## config.mk

```make
export PLATFORM = sky130hd
export DESIGN_NAME = regf_sb
export DESIGN_NICKNAME = d
export VERILOG_FILES = /design/src/rtl/npc_regf_pkg.sv /design/src/rtl/regf_scoreboard.sv /design/src/rtl/stl_reg_p.sv /design/src/rtl/regf_sb.sv
export SDC_FILE = /design/constraint.sdc
export NUM_CORES = 2
export LEC_CHECK = 0
export CORE_MARGIN = 2
export CORE_UTILIZATION = 55
export CTS_CLUSTER_DIAMETER = 100
export CTS_CLUSTER_SIZE = 25
export DETAILED_ROUTE_END_ITERATION = 6
export PLACE_DENSITY = 0.79
export SLEW_MARGIN = 20
export SYNTH_ARGS = -nofsm -noshare
export SYNTH_HDL_FRONTEND = slang
export SYNTH_SLANG_ARGS = --single-unit
```

## constraint.sdc

```tcl
create_clock -name i_clk -period 2.9 [get_ports i_clk]
set_input_delay 0.58 -clock i_clk [delete_from_list [all_inputs] [get_ports i_clk]]
set_output_delay 0.58 -clock i_clk [all_outputs]
set_load 0.01 [all_outputs]
```

## src/rtl/npc_regf_pkg.sv

```systemverilog
// Shared sizing constants for the npc register file.
// CPU_WIDTH and REG_NUM from defines.v correspond to XLEN and NREG.
package npc_regf_pkg;

    localparam int unsigned XLEN   = 32;
    localparam int unsigned NREG   = 16;
    localparam int unsigned A0_IDX = 10;

endpackage

```

## src/rtl/regf_scoreboard.sv

```systemverilog
// Per-register busy scoreboard: tracks in-flight writes and raises RAW/WAW hazards.
module regf_scoreboard #(
    parameter  int unsigned NREG = 16,
    localparam int unsigned AW   = $clog2(NREG)
) (
    input  logic            i_clk,
    input  logic            i_rst,
    input  logic            i_iss_valid,
    input  logic            i_iss_wen,
    input  logic [AW-1:0]   i_iss_rd,
    input  logic [AW-1:0]   i_iss_rs1,
    input  logic [AW-1:0]   i_iss_rs2,
    input  logic            i_wb_en,
    input  logic [AW-1:0]   i_wb_addr,
    input  logic            i_flush,
    output logic            o_iss_ready,
    output logic [NREG-1:0] o_busy
);

    logic [NREG-1:0] busy_q;
    logic [NREG-1:0] busy_d;
    logic            raw1;
    logic            raw2;
    logic            waw;
    logic            fire;

    // A same-cycle write-back to the hazard register resolves it through the bypass.
    always_comb begin
        raw1 = (i_iss_rs1 != '0) && busy_q[i_iss_rs1] && !(i_wb_en && (i_wb_addr == i_iss_rs1));
        raw2 = (i_iss_rs2 != '0) && busy_q[i_iss_rs2] && !(i_wb_en && (i_wb_addr == i_iss_rs2));
        waw  = i_iss_wen && (i_iss_rd != '0) && busy_q[i_iss_rd]
               && !(i_wb_en && (i_wb_addr == i_iss_rd));
        o_iss_ready = !i_flush && !raw1 && !raw2 && !waw;
        fire        = i_iss_valid && o_iss_ready;
    end

    // Clear on write-back, then set on issue so a new producer wins; flush clears all.
    always_comb begin
        busy_d = busy_q;
        if (i_wb_en) begin
            busy_d[i_wb_addr] = 1'b0;
        end
        if (fire && i_iss_wen) begin
            busy_d[i_iss_rd] = 1'b1;
        end
        if (i_flush) begin
            busy_d = '0;
        end
        busy_d[0] = 1'b0;
    end

    always_ff @(posedge i_clk) begin
        if (!i_rst) begin
            busy_q <= '0;
        end else begin
            busy_q <= busy_d;
        end
    end

    assign o_busy = busy_q;

endmodule

```

## src/rtl/stl_reg_p.sv

```systemverilog
// Generic loadable register with synchronous active-low reset to RESET_VAL.
module stl_reg_p #(
    parameter int unsigned           WIDTH     = 1,
    parameter logic [WIDTH-1:0]      RESET_VAL = '0
) (
    input  logic             i_clk,
    input  logic             i_rst,
    input  logic             i_wen,
    input  logic [WIDTH-1:0] i_din,
    output logic [WIDTH-1:0] o_dout
);

    always_ff @(posedge i_clk) begin
        if (!i_rst) begin
            o_dout <= RESET_VAL;
        end else if (i_wen) begin
            o_dout <= i_din;
        end
    end

endmodule

```

## src/rtl/regf_sb.sv

```systemverilog
// Register file with write-back bypass, x0 hard-wired to zero and an issue scoreboard.
module regf_sb #(
    parameter  int unsigned XLEN = npc_regf_pkg::XLEN,
    parameter  int unsigned NREG = npc_regf_pkg::NREG,
    localparam int unsigned AW   = $clog2(NREG)
) (
    input  logic                 i_clk,
    input  logic                 i_rst,
    input  logic                 i_iss_valid,
    input  logic                 i_iss_wen,
    input  logic [AW-1:0]        i_iss_rd,
    input  logic [AW-1:0]        i_iss_rs1,
    input  logic [AW-1:0]        i_iss_rs2,
    output logic                 o_iss_ready,
    output logic [XLEN-1:0]      o_rs1_data,
    output logic [XLEN-1:0]      o_rs2_data,
    input  logic                 i_wb_en,
    input  logic [AW-1:0]        i_wb_addr,
    input  logic [XLEN-1:0]      i_wb_data,
    input  logic                 i_flush,
    output logic [NREG-1:0]      o_busy,
    output logic                 o_a0zero
`ifdef SIMULATION
    ,
    output logic [NREG*XLEN-1:0] o_flat_rf
`endif
);

    import npc_regf_pkg::*;

    logic [NREG-1:0][XLEN-1:0] rf;

    assign rf[0] = '0;

    // Storage for x1..x(NREG-1); reset priority inside stl_reg_p discards a write in the reset cycle.
    for (genvar r = 1; r < NREG; r++) begin : g_reg
        logic wen;
        assign wen = i_wb_en && (i_wb_addr == AW'(r));
        stl_reg_p #(
            .WIDTH     (XLEN),
            .RESET_VAL ('0)
        ) u_reg (
            .i_clk  (i_clk),
            .i_rst  (i_rst),
            .i_wen  (wen),
            .i_din  (i_wb_data),
            .o_dout (rf[r])
        );
    end

    // Read ports: x0 is zero, else bypass the live write-back, else stored value.
    always_comb begin
        o_rs1_data = '0;
        o_rs2_data = '0;
        if (i_iss_rs1 != '0) begin
            o_rs1_data = (i_wb_en && (i_wb_addr == i_iss_rs1)) ? i_wb_data : rf[i_iss_rs1];
        end
        if (i_iss_rs2 != '0) begin
            o_rs2_data = (i_wb_en && (i_wb_addr == i_iss_rs2)) ? i_wb_data : rf[i_iss_rs2];
        end
    end

    // a0 flag follows committed state only, never the bypass.
    if (NREG > A0_IDX) begin : g_a0
        assign o_a0zero = ~|rf[AW'(A0_IDX)];
    end else begin : g_no_a0
        assign o_a0zero = 1'b1;
    end

`ifdef SIMULATION
    assign o_flat_rf = rf;
`endif

    regf_scoreboard #(
        .NREG (NREG)
    ) u_sb (
        .i_clk       (i_clk),
        .i_rst       (i_rst),
        .i_iss_valid (i_iss_valid),
        .i_iss_wen   (i_iss_wen),
        .i_iss_rd    (i_iss_rd),
        .i_iss_rs1   (i_iss_rs1),
        .i_iss_rs2   (i_iss_rs2),
        .i_wb_en     (i_wb_en),
        .i_wb_addr   (i_wb_addr),
        .i_flush     (i_flush),
        .o_iss_ready (o_iss_ready),
        .o_busy      (o_busy)
    );

endmodule

```

==> impl_summary.log <==
INFO  metric r2r_cells = 7
INFO  metric worst_hold_path.endpoint = g_reg[5].u_reg.o_dout[26]
INFO  metric crit-reg2reg-capture = u_sb.o_busy[2]
INFO  metric clock_skew = roughly 0.013 ns
INFO  metric status = finished with violations
INFO  metric worst_endpoint_required_time = roughly 2.3 ns
INFO  metric worst_hold_path_type = register to register
INFO  metric final.setup.worst_slack = -0.1952 ns
INFO  metric die_outline_area = just over 0.05 sq mm
INFO  metric netlist.area_leader.share = 0.3600
INFO  metric viasPerCell = between 6 and 7
INFO  metric power_density = around 390 mW/mm^2
INFO  metric place.gp.congestion = about 0.94
INFO  metric slowest_delay = between 0.5 and 0.6 ns
INFO  metric floorplan.core_area = around 0.049 sq mm
INFO  metric initial_core_util = 0.5601
INFO  metric setup.worst_path.end_class = primary output
INFO  metric time_the_worst_path_needs_with_i_o_delays_and_setup = around 3.1 ns
INFO  metric vias_after_detailed_routing = approximately 26000
INFO  metric worstMarginPinSlew = 1.215 ns
INFO  metric tritoncts = done
INFO  metric detailedRoute.firstPassIterationCount = 6
INFO  metric crit_path_frequent_cell = sky130_fd_sc_hd__mux4_2
INFO  metric timing.slew.headroom = 0.1902
INFO  metric clkLatencyLatePin = about 0.6 ns
INFO  metric unrepaired_setup_endpoints_after_global_routing = true
INFO  metric hp-start = g_reg[5].u_reg.o_dout[26]
INFO  metric synth_cell_types = between 40 and 50
INFO  metric place_area = around 0.031 sq mm
INFO  metric grt_first_pass_wirelength = 155700 um
INFO  metric vias_in_the_first_global_route = between 20000 and 30000
INFO  metric final_layout_size_suffix_gt1_frac = 0.2691
INFO  metric ctsLongestPathBuffers = 3
INFO  metric synth.avg_cell_area = between 9 and 10 sq um
INFO  metric synthTopCellsByArea = sky130_fd_sc_hd__dfxtp_1 (36%), sky130_fd_sc_hd__mux4_2 (20%), sky130_fd_sc_hd__nand2_1 (14%)
INFO  metric top_achievable_clock_speed = roughly 320 MHz
INFO  metric detailedRoute.firstIterationViolations = 3882
INFO  metric hold-worst-slack = around 0.48 ns
INFO  metric ios = between 100 and 150
INFO  metric cp_cell_sequence = clkbuf_16, buf_8, buf_6, buf_16, mux4_2, mux4_2, nor2_2, nor3_1, buf_2
INFO  metric cts_inserted_buffers = 24
INFO  metric drt.antenna.violating_nets = 0
INFO  metric yosys.cell_count.top_type = sky130_fd_sc_hd__nand2_1
INFO  metric synth_async_sr_flop_share = 0
INFO  metric post_synth_inst_count = 3051
INFO  metric hpwlAfterDp = approximately 64000 um
INFO  metric die_width = approximately 230 um
INFO  metric cts.hold.buffers_added = 0
INFO  metric remaining_drc_errors = 0
INFO  metric postSynthNetCount = a little over 3000
INFO  metric crit-reg2reg-launch = u_sb.o_busy[8]
INFO  metric clock_tree.root_cell = sky130_fd_sc_hd__clkbuf_16
INFO  metric vdd.ir_drop.worst = between 0.4 and 0.5 mV
INFO  metric flop_and_latch_count_out_of_synthesis = 495
INFO  metric p_leak = roughly 12 nW
INFO  metric die_h = between 200 and 250 um
INFO  metric layout.cells.non_filler = just under 4000
INFO  metric grt_remaining_overflow = 0
INFO  metric placement_rows = 81
INFO  metric rrSetupSlack = between 0.8 and 0.9 ns
INFO  metric grt_start_max_net_pins = ~260
INFO  metric maximum_net_fanout_on_the_critical_path = 6
INFO  metric numClockSinks = roughly 500
INFO  metric critical-path-slowest-cell = sky130_fd_sc_hd__mux4_2
INFO  metric final_cell_area = about 0.033 sq mm
INFO  metric cpLargestDelayFamily = multiplexers
INFO  metric htree_levels = 1
INFO  metric setup_viol_count_final = 37
INFO  metric clkTransAtPathRegs = 0.10 ns
INFO  metric area_delta_synth_final = 20.94%
INFO  metric maxSlewViolCount = 0
INFO  metric final_nets = 3276
INFO  metric fin_crit_sh = 1.067
INFO  metric numPlacedInstances = ~3800
INFO  metric syn_area = between 0.02 and 0.03 sq mm
INFO  metric failed_checks = negative setup slack
INFO  metric ys_warn_count = 0
INFO  metric detail_route.wirelength = between 100000 and 150000 um
INFO  metric critPathArrivalTime = 2.52 ns
INFO  metric max-cap-violations = 0
INFO  metric final.setup.tns = -4.650 ns
INFO  metric ys_seq_area_frac = 0.3600
INFO  metric grt.total_usage = 0.3885
INFO  metric number_of_antenna_violations_at_the_first_check_in_global_routing = 2
INFO  metric yosys-top-cells-count = sky130_fd_sc_hd__nand2_1 (1023), sky130_fd_sc_hd__dfxtp_1 (495), sky130_fd_sc_hd__a21boi_0 (480), sky130_fd_sc_hd__clkbuf_1 (258), sky130_fd_sc_hd__mux4_2 (241)
INFO  metric critical_path.startpoint_type = input port
INFO  metric yosysTopAreaCell = sky130_fd_sc_hd__dfxtp_1
INFO  metric postSynth.topFlopCell = sky130_fd_sc_hd__dfxtp_1
INFO  metric finalHoldViolations = 0
INFO  metric min_delay_path_depth = 2
INFO  metric avgRoutedWirePerCell = 27.08 um
INFO  metric io_buffer_count = around 130
INFO  metric timing.setup.critical_path_class = input port to primary output
INFO  metric crit_buf_inv = 5
INFO  metric post-place-ws = -0.8560 ns
INFO  metric synth-edff-count = 0
-- power breakdown --
group / total [W] / internal (W) / switching, W / leakage (nW)
Clock: 0.00392 / 0.00157 / 0.00235 / 0.329
Combinational: 0.00221 / 0.00100 / 0.00120 / 7.31
Sequential: 0.00695 / 0.00688 / 0.0000679 / 4.00
Total: 0.0131 / 0.00946 / 0.00362 / 11.6
-- worst min-delay path, cell delays in order, from the launching register on --
cell and delay [ns]:
sky130_fd_sc_hd__dfxtp_1 0.33, sky130_fd_sc_hd__nand2_1 0.05, sky130_fd_sc_hd__a21boi_0 0.06
-- per-stage QoR --
stage               total power, W  utilization
floorplan                 0.008128            -
global placement          0.008946       0.6345
detailed placement        0.008987       0.6345
CTS                        0.01288       0.6701
global route               0.01332       0.6773
finish                     0.01308       0.6773
-- cells by family after synthesis --
| group | after synthesis | share of synthesized area |
|---|---|---|
| other | 1 | 0.0001362 |
| buffers and inverters | 333 | 0.05154 |
| AND/OR/NAND/NOR | 1244 | 0.1772 |
| multiplexers | 334 | 0.2340 |
| AO/OA/AOI/OAI | 632 | 0.1733 |
| flip-flops | 495 | 0.3600 |
| XOR/XNOR | 12 | 0.003818 |
-- worst max-delay path by stage --
stage            startpoint              to  slack [ns]  cells past startpoint
6_report       i_iss_rs2[0]  o_rs2_data[16]       -0.20                      9
5_1_grt        i_iss_rs2[0]  o_rs2_data[31]       -0.22                      9
2_1_floorplan  i_iss_rs2[1]  o_rs2_data[10]        0.03                      7
4_1_cts        i_iss_rs2[0]   o_rs2_data[3]       -0.19                      9
3_5_place_dp   i_wb_addr[2]   o_rs1_data[5]       -0.86                      9
3_3_place_gp   i_wb_addr[3]  o_rs2_data[21]       -0.89                      8
-- area by class of cell --
type,instances,area (sq um)
diodes,1,2.502
fillers,3584,15860
repair buffers,476,5115
clock buffers,25,625.6
flip-flops and latches,495,9913
clock inverters,4,36.28
inverters,2,7.507
multi-input cells,2223,16760
well taps,664,830.8
-- flip-flops by register name, indices dropped and copies added, names as in the netlist --
signal and count:
g.u_reg.o_dout 480, u_sb.o_busy 15
-- timing repair --
action	4_1_cts	5_1_grt
hold endpoints to repair	0	0
setup buffers	48	17
setup endpoints to repair	66	65
cloned	16	3
gates resized for setup	372	75
pin swaps	41	37
-- cell usage in the layout (no fill, tap or decap), types with 18 or more instances in the layout --
cell type	n
sky130_fd_sc_hd__nand2_1	1013
sky130_fd_sc_hd__dfxtp_1	492
sky130_fd_sc_hd__a21boi_0	480
sky130_fd_sc_hd__mux4_2	241
sky130_fd_sc_hd__buf_4	226
sky130_fd_sc_hd__nor2_1	71
sky130_fd_sc_hd__buf_12	71
sky130_fd_sc_hd__buf_2	64
sky130_fd_sc_hd__mux2_2	56
sky130_fd_sc_hd__clkdlybuf4s50_1	53
sky130_fd_sc_hd__a22o_1	40
sky130_fd_sc_hd__nor3_1	33
sky130_fd_sc_hd__clkbuf_16	31
sky130_fd_sc_hd__nor2_2	26
sky130_fd_sc_hd__mux2i_1	24
sky130_fd_sc_hd__a221o_1	24
sky130_fd_sc_hd__o21ai_0	21
sky130_fd_sc_hd__buf_16	19
sky130_fd_sc_hd__nand3_1	18
sky130_fd_sc_hd__a21oi_1	18
-- routing by layer --
layer,up-vias,share of wire,wire length [um],track usage
li1,10950,-,-,-
met1,12560,0.33,35190,0.4680
met2,2186,0.44,46100,0.5960
met3,708,0.14,14350,0.09965
met4,2,0.092,9671,0.3026
met5,-,0.00012,13,0
No activity file was read; power rests on OpenSTA's default activity.
